### config.mk
export PLATFORM = sky130hd
export DESIGN_NAME = stream_switch_splitter_regs_flat
export DESIGN_NICKNAME = d
export VERILOG_FILES = /design/src/rtl/stream_switch_splitter_regs_if.sv /design/src/rtl/stream_switch_splitter_regs.sv /design/src/flat_wrapper.sv
export SDC_FILE = /design/constraint.sdc
export NUM_CORES = 1
export LEC_CHECK = 0
export CORE_ASPECT_RATIO = 1.5
export CORE_MARGIN = 4
export CORE_UTILIZATION = 45
export DETAILED_ROUTE_END_ITERATION = 7
export GPL_ROUTABILITY_DRIVEN = 1
export GPL_TIMING_DRIVEN = 0
export PLACE_DENSITY = 0.7
export SYNTH_ARGS = -nofsm -noshare
export SYNTH_HDL_FRONTEND = slang
export SYNTH_SLANG_ARGS = --single-unit
### constraint.sdc
create_clock -name aclk -period 6.8 [get_ports aclk]
set_clock_uncertainty 0.2 [all_clocks]
set_input_delay 1.7 -clock aclk [delete_from_list [all_inputs] [get_ports aclk]]
set_output_delay 1.7 -clock aclk [all_outputs]
set_load 0.02 [all_outputs]
### src/rtl/stream_switch_splitter_regs_if.sv
// AXI-Lite bundle for the stream-switch splitter register slave.
// Handshake: a beat moves on every rising clock edge where valid && ready; the sender holds payload stable while valid is high.
interface stream_switch_splitter_regs_if;
   logic        awvalid;
   logic        awready;
   logic [31:0] awaddr;
   logic        wvalid;
   logic        wready;
   logic [31:0] wdata;
   logic        bvalid;
   logic [1:0]  bresp;
   logic        bready;
   logic        arvalid;
   logic        arready;
   logic [31:0] araddr;
   logic        rvalid;
   logic [31:0] rdata;
   logic [1:0]  rresp;
   logic        rready;

   modport master (
      output awvalid, awaddr, wvalid, wdata, bready, arvalid, araddr, rready,
      input  awready, wready, bvalid, bresp, arready, rvalid, rdata, rresp
   );

   modport slave (
      input  awvalid, awaddr, wvalid, wdata, bready, arvalid, araddr, rready,
      output awready, wready, bvalid, bresp, arready, rvalid, rdata, rresp
   );
endinterface

### src/rtl/stream_switch_splitter_regs.sv
// AXI-Lite register slave for the stream-switch splitter: configuration registers
// plus saturating per-port packet counters fed by single-cycle event pulses.
module stream_switch_splitter_regs #(
   parameter logic [31:0] ID_VALUE           = 32'h53504C54,
   parameter logic [1:0]  RESET_DEFAULT_PORT = 2'd0
) (
   input  logic                               aclk,
   input  logic                               areset,
   stream_switch_splitter_regs_if.slave       s_axil,
   input  logic                               stat_pkt_port0,
   input  logic                               stat_pkt_port1,
   input  logic                               stat_pkt_drop,
   output logic                               cfg_enable,
   output logic [1:0]                         cfg_default_port,
   output logic [31:0]                        cfg_match_value,
   output logic [31:0]                        cfg_match_mask,
   output logic                               dbg_w_state,
   output logic                               dbg_r_state
);
   localparam logic [0:0] W_IDLE = 1'b0;
   localparam logic [0:0] W_RESP = 1'b1;
   localparam logic [0:0] R_IDLE = 1'b0;
   localparam logic [0:0] R_DATA = 1'b1;
   localparam logic [1:0] RESP_OKAY   = 2'b00;
   localparam logic [1:0] RESP_SLVERR = 2'b10;

   logic [0:0]  w_state;
   logic [0:0]  r_state;
   logic        aw_done;
   logic        w_done;
   logic [9:0]  aw_idx_q;
   logic [31:0] wdata_q;
   logic        bvalid_q;
   logic [1:0]  bresp_q;
   logic        rvalid_q;
   logic [31:0] rdata_q;
   logic [1:0]  rresp_q;
   logic [31:0] cnt_port0;
   logic [31:0] cnt_port1;
   logic [31:0] cnt_drop;

   logic        aw_hs;
   logic        w_hs;
   logic        ar_hs;
   logic        do_write;
   logic        wr_ok;
   logic        cnt_clear;
   logic [9:0]  wr_idx;
   logic [31:0] wr_data;
   logic [31:0] cnt_port0_nxt;
   logic [31:0] cnt_port1_nxt;
   logic [31:0] cnt_drop_nxt;
   logic [31:0] rd_val;
   logic        rd_ok;
   logic        unused_addr_bits;

   function automatic logic [31:0] sat_inc(input logic [31:0] c, input logic p);
      sat_inc = (p && (c != 32'hFFFF_FFFF)) ? c + 32'd1 : c;
   endfunction

   assign s_axil.awready = !areset && (w_state == W_IDLE) && !aw_done;
   assign s_axil.wready  = !areset && (w_state == W_IDLE) && !w_done;
   assign s_axil.arready = !areset && (r_state == R_IDLE);
   assign s_axil.bvalid  = bvalid_q;
   assign s_axil.bresp   = bresp_q;
   assign s_axil.rvalid  = rvalid_q;
   assign s_axil.rdata   = rdata_q;
   assign s_axil.rresp   = rresp_q;
   assign dbg_w_state    = w_state;
   assign dbg_r_state    = r_state;
   assign unused_addr_bits = ^{s_axil.awaddr[31:12], s_axil.awaddr[1:0],
                               s_axil.araddr[31:12], s_axil.araddr[1:0]};

   assign aw_hs = s_axil.awvalid && s_axil.awready;
   assign w_hs  = s_axil.wvalid && s_axil.wready;
   assign ar_hs = s_axil.arvalid && s_axil.arready;

   // A beat captured in an earlier cycle is replayed from its holding register.
   always_comb begin
      wr_idx    = aw_done ? aw_idx_q : s_axil.awaddr[11:2];
      wr_data   = w_done ? wdata_q : s_axil.wdata;
      do_write  = (w_state == W_IDLE) && (aw_done || aw_hs) && (w_done || w_hs);
      wr_ok     = (wr_idx == 10'd1) || (wr_idx == 10'd2) || (wr_idx == 10'd3) || (wr_idx == 10'd4);
      cnt_clear = do_write && (wr_idx == 10'd1) && wr_data[1];
   end

   assign cnt_port0_nxt = sat_inc(cnt_port0, stat_pkt_port0);
   assign cnt_port1_nxt = sat_inc(cnt_port1, stat_pkt_port1);
   assign cnt_drop_nxt  = sat_inc(cnt_drop, stat_pkt_drop);

   // Counter reads include a pulse landing in the handshake cycle, but not a same-cycle clear.
   always_comb begin
      rd_val = 32'd0;
      rd_ok  = 1'b1;
      case (s_axil.araddr[11:2])
         10'd0:   rd_val = ID_VALUE;
         10'd1:   rd_val = {31'd0, cfg_enable};
         10'd2:   rd_val = {30'd0, cfg_default_port};
         10'd3:   rd_val = cfg_match_value;
         10'd4:   rd_val = cfg_match_mask;
         10'd8:   rd_val = cnt_port0_nxt;
         10'd9:   rd_val = cnt_port1_nxt;
         10'd10:  rd_val = cnt_drop_nxt;
         default: rd_ok  = 1'b0;
      endcase
   end

   always_ff @(posedge aclk) begin
      if (areset) begin
         w_state          <= W_IDLE;
         aw_done          <= 1'b0;
         w_done           <= 1'b0;
         aw_idx_q         <= 10'd0;
         wdata_q          <= 32'd0;
         bvalid_q         <= 1'b0;
         bresp_q          <= RESP_OKAY;
         cfg_enable       <= 1'b0;
         cfg_default_port <= RESET_DEFAULT_PORT;
         cfg_match_value  <= 32'd0;
         cfg_match_mask   <= 32'd0;
      end else begin
         case (w_state)
            W_IDLE: begin
               if (do_write) begin
                  case (wr_idx)
                     10'd1:   cfg_enable       <= wr_data[0];
                     10'd2:   cfg_default_port <= wr_data[1:0];
                     10'd3:   cfg_match_value  <= wr_data;
                     10'd4:   cfg_match_mask   <= wr_data;
                     default: ;
                  endcase
                  bvalid_q <= 1'b1;
                  bresp_q  <= wr_ok ? RESP_OKAY : RESP_SLVERR;
                  aw_done  <= 1'b0;
                  w_done   <= 1'b0;
                  w_state  <= W_RESP;
               end else begin
                  if (aw_hs) begin
                     aw_done  <= 1'b1;
                     aw_idx_q <= s_axil.awaddr[11:2];
                  end
                  if (w_hs) begin
                     w_done  <= 1'b1;
                     wdata_q <= s_axil.wdata;
                  end
               end
            end
            default: begin
               if (s_axil.bready) begin
                  bvalid_q <= 1'b0;
                  w_state  <= W_IDLE;
               end
            end
         endcase
      end
   end

   always_ff @(posedge aclk) begin
      if (areset) begin
         r_state  <= R_IDLE;
         rvalid_q <= 1'b0;
         rdata_q  <= 32'd0;
         rresp_q  <= RESP_OKAY;
      end else begin
         case (r_state)
            R_IDLE: begin
               if (ar_hs) begin
                  rdata_q  <= rd_val;
                  rresp_q  <= rd_ok ? RESP_OKAY : RESP_SLVERR;
                  rvalid_q <= 1'b1;
                  r_state  <= R_DATA;
               end
            end
            default: begin
               if (s_axil.rready) begin
                  rvalid_q <= 1'b0;
                  r_state  <= R_IDLE;
               end
            end
         endcase
      end
   end

   // Clear beats any pulse arriving in the same cycle.
   always_ff @(posedge aclk) begin
      if (areset || cnt_clear) begin
         cnt_port0 <= 32'd0;
         cnt_port1 <= 32'd0;
         cnt_drop  <= 32'd0;
      end else begin
         cnt_port0 <= cnt_port0_nxt;
         cnt_port1 <= cnt_port1_nxt;
         cnt_drop  <= cnt_drop_nxt;
      end
   end
endmodule

### src/flat_wrapper.sv
// flat-port wrapper written by rule: the top's interface ports become plain ports
module stream_switch_splitter_regs_flat 
#(
   parameter logic [31:0] ID_VALUE           = 32'h53504C54,
   parameter logic [1:0]  RESET_DEFAULT_PORT = 2'd0
)
  (aclk, areset, stat_pkt_port0, stat_pkt_port1, stat_pkt_drop, cfg_enable, cfg_default_port, cfg_match_value, cfg_match_mask, dbg_w_state, dbg_r_state, s_axil_awvalid, s_axil_awaddr, s_axil_wvalid, s_axil_wdata, s_axil_bready, s_axil_arvalid, s_axil_araddr, s_axil_rready, s_axil_awready, s_axil_wready, s_axil_bvalid, s_axil_bresp, s_axil_arready, s_axil_rvalid, s_axil_rdata, s_axil_rresp);
  stream_switch_splitter_regs_if s_axil_i ();
  input  logic aclk;
  input  logic areset;
  input  logic stat_pkt_port0;
  input  logic stat_pkt_port1;
  input  logic stat_pkt_drop;
  output logic cfg_enable;
  output logic [1:0] cfg_default_port;
  output logic [31:0] cfg_match_value;
  output logic [31:0] cfg_match_mask;
  output logic dbg_w_state;
  output logic dbg_r_state;
  input wire logic [$bits(s_axil_i.awvalid)-1:0] s_axil_awvalid;
  input wire logic [$bits(s_axil_i.awaddr)-1:0] s_axil_awaddr;
  input wire logic [$bits(s_axil_i.wvalid)-1:0] s_axil_wvalid;
  input wire logic [$bits(s_axil_i.wdata)-1:0] s_axil_wdata;
  input wire logic [$bits(s_axil_i.bready)-1:0] s_axil_bready;
  input wire logic [$bits(s_axil_i.arvalid)-1:0] s_axil_arvalid;
  input wire logic [$bits(s_axil_i.araddr)-1:0] s_axil_araddr;
  input wire logic [$bits(s_axil_i.rready)-1:0] s_axil_rready;
  output wire logic [$bits(s_axil_i.awready)-1:0] s_axil_awready;
  output wire logic [$bits(s_axil_i.wready)-1:0] s_axil_wready;
  output wire logic [$bits(s_axil_i.bvalid)-1:0] s_axil_bvalid;
  output wire logic [$bits(s_axil_i.bresp)-1:0] s_axil_bresp;
  output wire logic [$bits(s_axil_i.arready)-1:0] s_axil_arready;
  output wire logic [$bits(s_axil_i.rvalid)-1:0] s_axil_rvalid;
  output wire logic [$bits(s_axil_i.rdata)-1:0] s_axil_rdata;
  output wire logic [$bits(s_axil_i.rresp)-1:0] s_axil_rresp;
  assign s_axil_i.awvalid = s_axil_awvalid;
  assign s_axil_i.awaddr = s_axil_awaddr;
  assign s_axil_i.wvalid = s_axil_wvalid;
  assign s_axil_i.wdata = s_axil_wdata;
  assign s_axil_i.bready = s_axil_bready;
  assign s_axil_i.arvalid = s_axil_arvalid;
  assign s_axil_i.araddr = s_axil_araddr;
  assign s_axil_i.rready = s_axil_rready;
  assign s_axil_awready = s_axil_i.awready;
  assign s_axil_wready = s_axil_i.wready;
  assign s_axil_bvalid = s_axil_i.bvalid;
  assign s_axil_bresp = s_axil_i.bresp;
  assign s_axil_arready = s_axil_i.arready;
  assign s_axil_rvalid = s_axil_i.rvalid;
  assign s_axil_rdata = s_axil_i.rdata;
  assign s_axil_rresp = s_axil_i.rresp;
  stream_switch_splitter_regs #(.ID_VALUE(ID_VALUE), .RESET_DEFAULT_PORT(RESET_DEFAULT_PORT)) u_core (.aclk(aclk), .areset(areset), .s_axil(s_axil_i), .stat_pkt_port0(stat_pkt_port0), .stat_pkt_port1(stat_pkt_port1), .stat_pkt_drop(stat_pkt_drop), .cfg_enable(cfg_enable), .cfg_default_port(cfg_default_port), .cfg_match_value(cfg_match_value), .cfg_match_mask(cfg_match_mask), .dbg_w_state(dbg_w_state), .dbg_r_state(dbg_r_state));
endmodule
# ---- Word-level counts from Yosys, hierarchy flattened
# Index checks and enable logic that the tools add are counted.
dict set report totals {
  inputBits 106
  register_bits 247
  output_inout_bits 110
}
dict set report op_classes {
  n_bitwise 3
  n_eq_ne 16
  muxes 25
  n_reduce_logical 41
  addsub 3
}
# op count
set op_table {}
lappend op_table {{32-bit one-hot mux with 8 select lines} 1}
lappend op_table {{32-bit two-way mux} 4}
lappend op_table {{32-bit by 1-bit adder with 32-bit output, second input constant} 3}
lappend op_table {{32-bit inequality test, second input constant} 3}
lappend op_table {{10-bit by 2-bit equality test with 1-bit output, second input constant} 4}
lappend op_table {{10-bit by 4-bit equality test with 1-bit output, second input constant} 3}
lappend op_table {{10-bit by 1-bit equality test with 1-bit output, second input constant} 2}
lappend op_table {{10-bit by 3-bit equality test with 1-bit output, second input constant} 2}
lappend op_table {{3-bit AND reduction} 6}
lappend op_table {{1-bit two-way mux} 17}
lappend op_table {{1-bit logical AND} 14}
lappend op_table {{2-bit AND reduction} 6}
lappend op_table {{10-bit logical NOT} 1}
lappend op_table {{10-bit two-way mux} 1}
lappend op_table {{2-bit nonzero test} 4}
lappend op_table {{8-bit OR reduction} 1}
lappend op_table {{1-bit logical OR} 6}
lappend op_table {{2-bit two-way mux} 2}
lappend op_table {{2-bit inequality test, second input constant} 2}
lappend op_table {{1-bit logical NOT} 3}
lappend op_table {{1-bit inverter} 3}

# ---- Logic depth before layout (Yosys ltp)
dict set report depth {
  depth_word 10
  ltp_mapped 10
}

# ---- Least setup slack after synthesis
# No wires, ideal clock.
dict set report synth_path {
  path_kind {input -> output}
  from {input areset}
  to {output s_axil_awready}
  cell_stages 4
  t_arrival_ns 2.748
  slack_ns 2.152
  t_required_ns 4.900
  cell_sequence {clkbuf_1 > clkbuf_1 > buf_1 > nor3_1}
}
dict set report synth_between {
  elab_chain_cells 3
}
# element line
set synth_lines {}
lappend synth_lines {{start: declaration} flat_wrapper.sv:10} ;# input logic areset;
lappend synth_lines {{1-bit logical NOT} stream_switch_splitter_regs.sv:61} ;# assign s_axil.awready = !areset && (w_state == W_IDLE) && !aw_done;
lappend synth_lines {{1-bit logical AND (2 in series)} stream_switch_splitter_regs.sv:61}
lappend synth_lines {{end: declaration} flat_wrapper.sv:28} ;# output wire logic [$bits(s_axil_i.awready)-1:0] s_axil_awready;
# Every way passes these cells.

# ---- Worst setup path after layout
# Same ends and word-level chain as after synthesis.

==> results_dict.tcl <==
set metrics [dict create \
    outcome "completed" \
    drc 0 \
    dieArea_sq_mm 0.0285 \
    period_needed_ns 6.44 \
    worstReg2RegStart "u_core.cnt_drop[0]$_SDFF_PP0_" \
    start_kind "primary input" \
    diodes 0 \
    setup_viol 0 \
    clk_latency_ns 0.54 \
    final_util 0.575 \
    ys.flop_type "dfxtp_1" \
    clock-sinks 245 \
    syn_area_per_cell_sq_um 8.56 \
    synth-edff-count 0 \
    grt.met3_usage 0.0388 \
    crit_type "primary input to primary output" \
    crit_path_start "areset" \
    htreeDepth 1 \
    grt_max_degree 15 \
    area_growth_pct 25.0 \
    hold_class "register to register" \
    nNetsFinal 1662 \
    final_max_slew_viol_count 0 \
    cts_resized 0 \
    async_flop_share 0 \
    synth_commonest_cells "dfxtp_1 (245), nor2_1 (210), nand2_1 (158)" \
    grt_first_pass_wirelength_um 62700 \
    num_rows 71 \
    critical_path_arrival_ns 4.54 \
    relSlewSlack 0.428 \
    firstDrtPassIters 7 \
    place_congestion 0.989 \
    ctsRootBufferMaster "clkbuf_16" \
    place.detailed.hpwl_um 32900 \
    final_cells 1896 \
    die_y_um 205 \
    portBuffers 169 \
    ys_types 83 \
    max_slew.worst_pin.slew_ns 0.858 \
    io-pin-count 216 \
    synthTopCellsByArea "dfxtp_1 (42%), nor2_1 (6.8%), nand2_1 (5.1%), a211oi_1 (4.5%), mux2i_1 (4.1%)" \
    drive_gt1_frac 0.0740 \
    drt_iter0_markers 867 \
    avgRoutedWirePerCell_um 21.9 \
    syn_inst 1356 \
    synthMostInstantiatedCell "dfxtp_1" \
    fmax_ghz 0.155 \
    critPathCaptureType "primary output" \
    grt_pass1_vias 11001 \
    antenna_found_initial 0 \
    vias 11088 \
    seq_area_frac_synth 0.422 \
    fillers 2357 \
    clk_path_buf_depth 3 \
    required_ns 4.90 \
    synth.top_cell.area_share 0.422 \
    drv_cap 0 \
    cp_max_fo 10 \
    rsz0062_at_grt "false" \
    cts_buffers 25 \
    worstHoldStart "u_core.wdata_q[4]$_SDFFE_PP0P_" \
    grtUsageMet2 0.511 \
    netlist_area_sq_mm 0.0116 \
    finalWirelength_um 41600 \
    setup_tns_ns 0 \
    yosys_warnings 0 \
    ir_drop_mv 0.201 \
    gr-max-usage-layer "met2" \
    overflow 0 \
    met1_usage 0.311 \
    synth.largest_area_cell "dfxtp_1" \
    post-place-cells 1854 \
    cts_tree "done" \
    ys_seq_elements 245 \
    clk_pin_slew_worst_paths_ns 0.06 \
    p_leak_nw 4.98 \
    viasPerCell 5.85 \
    ant_nets 0 \
    cts_hold_buf 0 \
    postCtsSetupRepairBufs 0 \
    hold_viol_final 0 \
    core_sq_mm 0.0252 \
    track_usage 0.279 \
    fp.dieW_um 139 \
    power-per-cell-area_mw_per_mm2 210 \
    period_share 0.947 \
    start_util 0.460 \
]
## sequential cells by signal (all words and copies together), names as in the netlist
name                     cells
u_core.aw_done               1
u_core.aw_idx_q             10
u_core.cfg_default_port      2
u_core.cfg_enable            1
u_core.cfg_match_mask       32
u_core.cfg_match_value      32
u_core.cnt_drop             32
u_core.cnt_port0            32
u_core.cnt_port1            32
u_core.dbg_r_state           1
u_core.dbg_w_state           1
u_core.s_axil.bresp          1
u_core.s_axil.bvalid         1
u_core.s_axil.rdata         32
u_core.s_axil.rresp          1
u_core.s_axil.rvalid         1
u_core.w_done                1
u_core.wdata_q              32
## worst paths after layout
path | to | slack [ns] | depth (start not counted)
min reg2reg | u_core.wdata_q[4]$_SDFFE_PP0P_ | 0.25 | 2
max | s_axil_awready | 0.36 | 6
max reg2reg | u_core.s_axil.rdata[5]$_SDFFE_PP0P_ | 3.71 | 8
min | u_core.wdata_q[4]$_SDFFE_PP0P_ | 0.25 | 2
## cell type report
type | count | area (sq um) | area share
Buffer | 84 | 373 | 0.0257
Tap cell | 328 | 410 | 0.0283
Timing Repair Buffer | 169 | 1690 | 0.117
Inverter | 14 | 52.6 | 0.00362
Multi-Input combinational cell | 1014 | 6290 | 0.433
Sequential cell | 245 | 4900 | 0.338
Clock inverter | 8 | 119 | 0.00819
Clock buffer | 34 | 679 | 0.0468
## worst max-delay path, cell delays in order
cell and delay [ns]:
clkdlybuf4s50_1 0.54, clkbuf_1 0.43, clkbuf_1 0.60, buf_1 0.58
nor3_1 0.10, clkdlybuf4s50_1 0.57
## cell families (layout without fill, tap and decap cells)
family	after synthesis	after routing	synth area share
adder cells (fa/ha/maj)	3	3	0.00323
AO/OA/AOI/OAI	281	281	0.179
flip-flops	245	245	0.422
other	1	2	0.000323
buffers and inverters	98	309	0.0366
XOR/XNOR	89	89	0.0684
multiplexers	49	49	0.0424
AND/OR/NAND/NOR	590	590	0.248
## per-stage QoR
stage | total power [mW] | hold WS [ns] | setup slack (ns) | cell area [sq um]
floorplan | 1.61 | 0.236 | 2.15 | 11600
global placement | 1.71 | 0.241 | 0.446 | 13700
detailed placement | 1.71 | 0.246 | 0.461 | 13700
CTS | 3.06 | 0.255 | 0.443 | 14500
global route | 3.14 | 0.272 | 0.271 | 14500
finish | 3.05 | 0.253 | 0.357 | 14500
## where the power goes
part | internal (mW) | switching, mW | leakage [nW] | total (mW)
Sequential | 1.45 | 0.0124 | 1.98 | 1.47
Combinational | 0.0878 | 0.128 | 2.61 | 0.216
Clock | 0.781 | 0.589 | 0.388 | 1.37
## layer usage
layer,up-vias,share of wire
li1,5240,-
met1,5259,0.37
met2,454,0.50
met3,135,0.064
met4,0,0.063
met5,-,0
## cell usage in the layout, fill, tap and decap left out, types with 23 or more instances in the layout
cell / synthesis / final
and3_1: 23 / 23
xor2_1: 47 / 47
xnor2_1: 40 / 40
clkbuf_16: 0 / 25
nor2_1: 210 / 210
dfxtp_1: 245 / 245
buf_2: 23 / 23
clkbuf_1: 46 / 53
a21oi_1: 77 / 77
nor2b_1: 28 / 28
a211oi_1: 70 / 70
clkdlybuf4s50_1: 0 / 169
nand3_1: 60 / 60
nand2_1: 158 / 158
mux2i_1: 47 / 47
(Power assumes the default switching activity.)
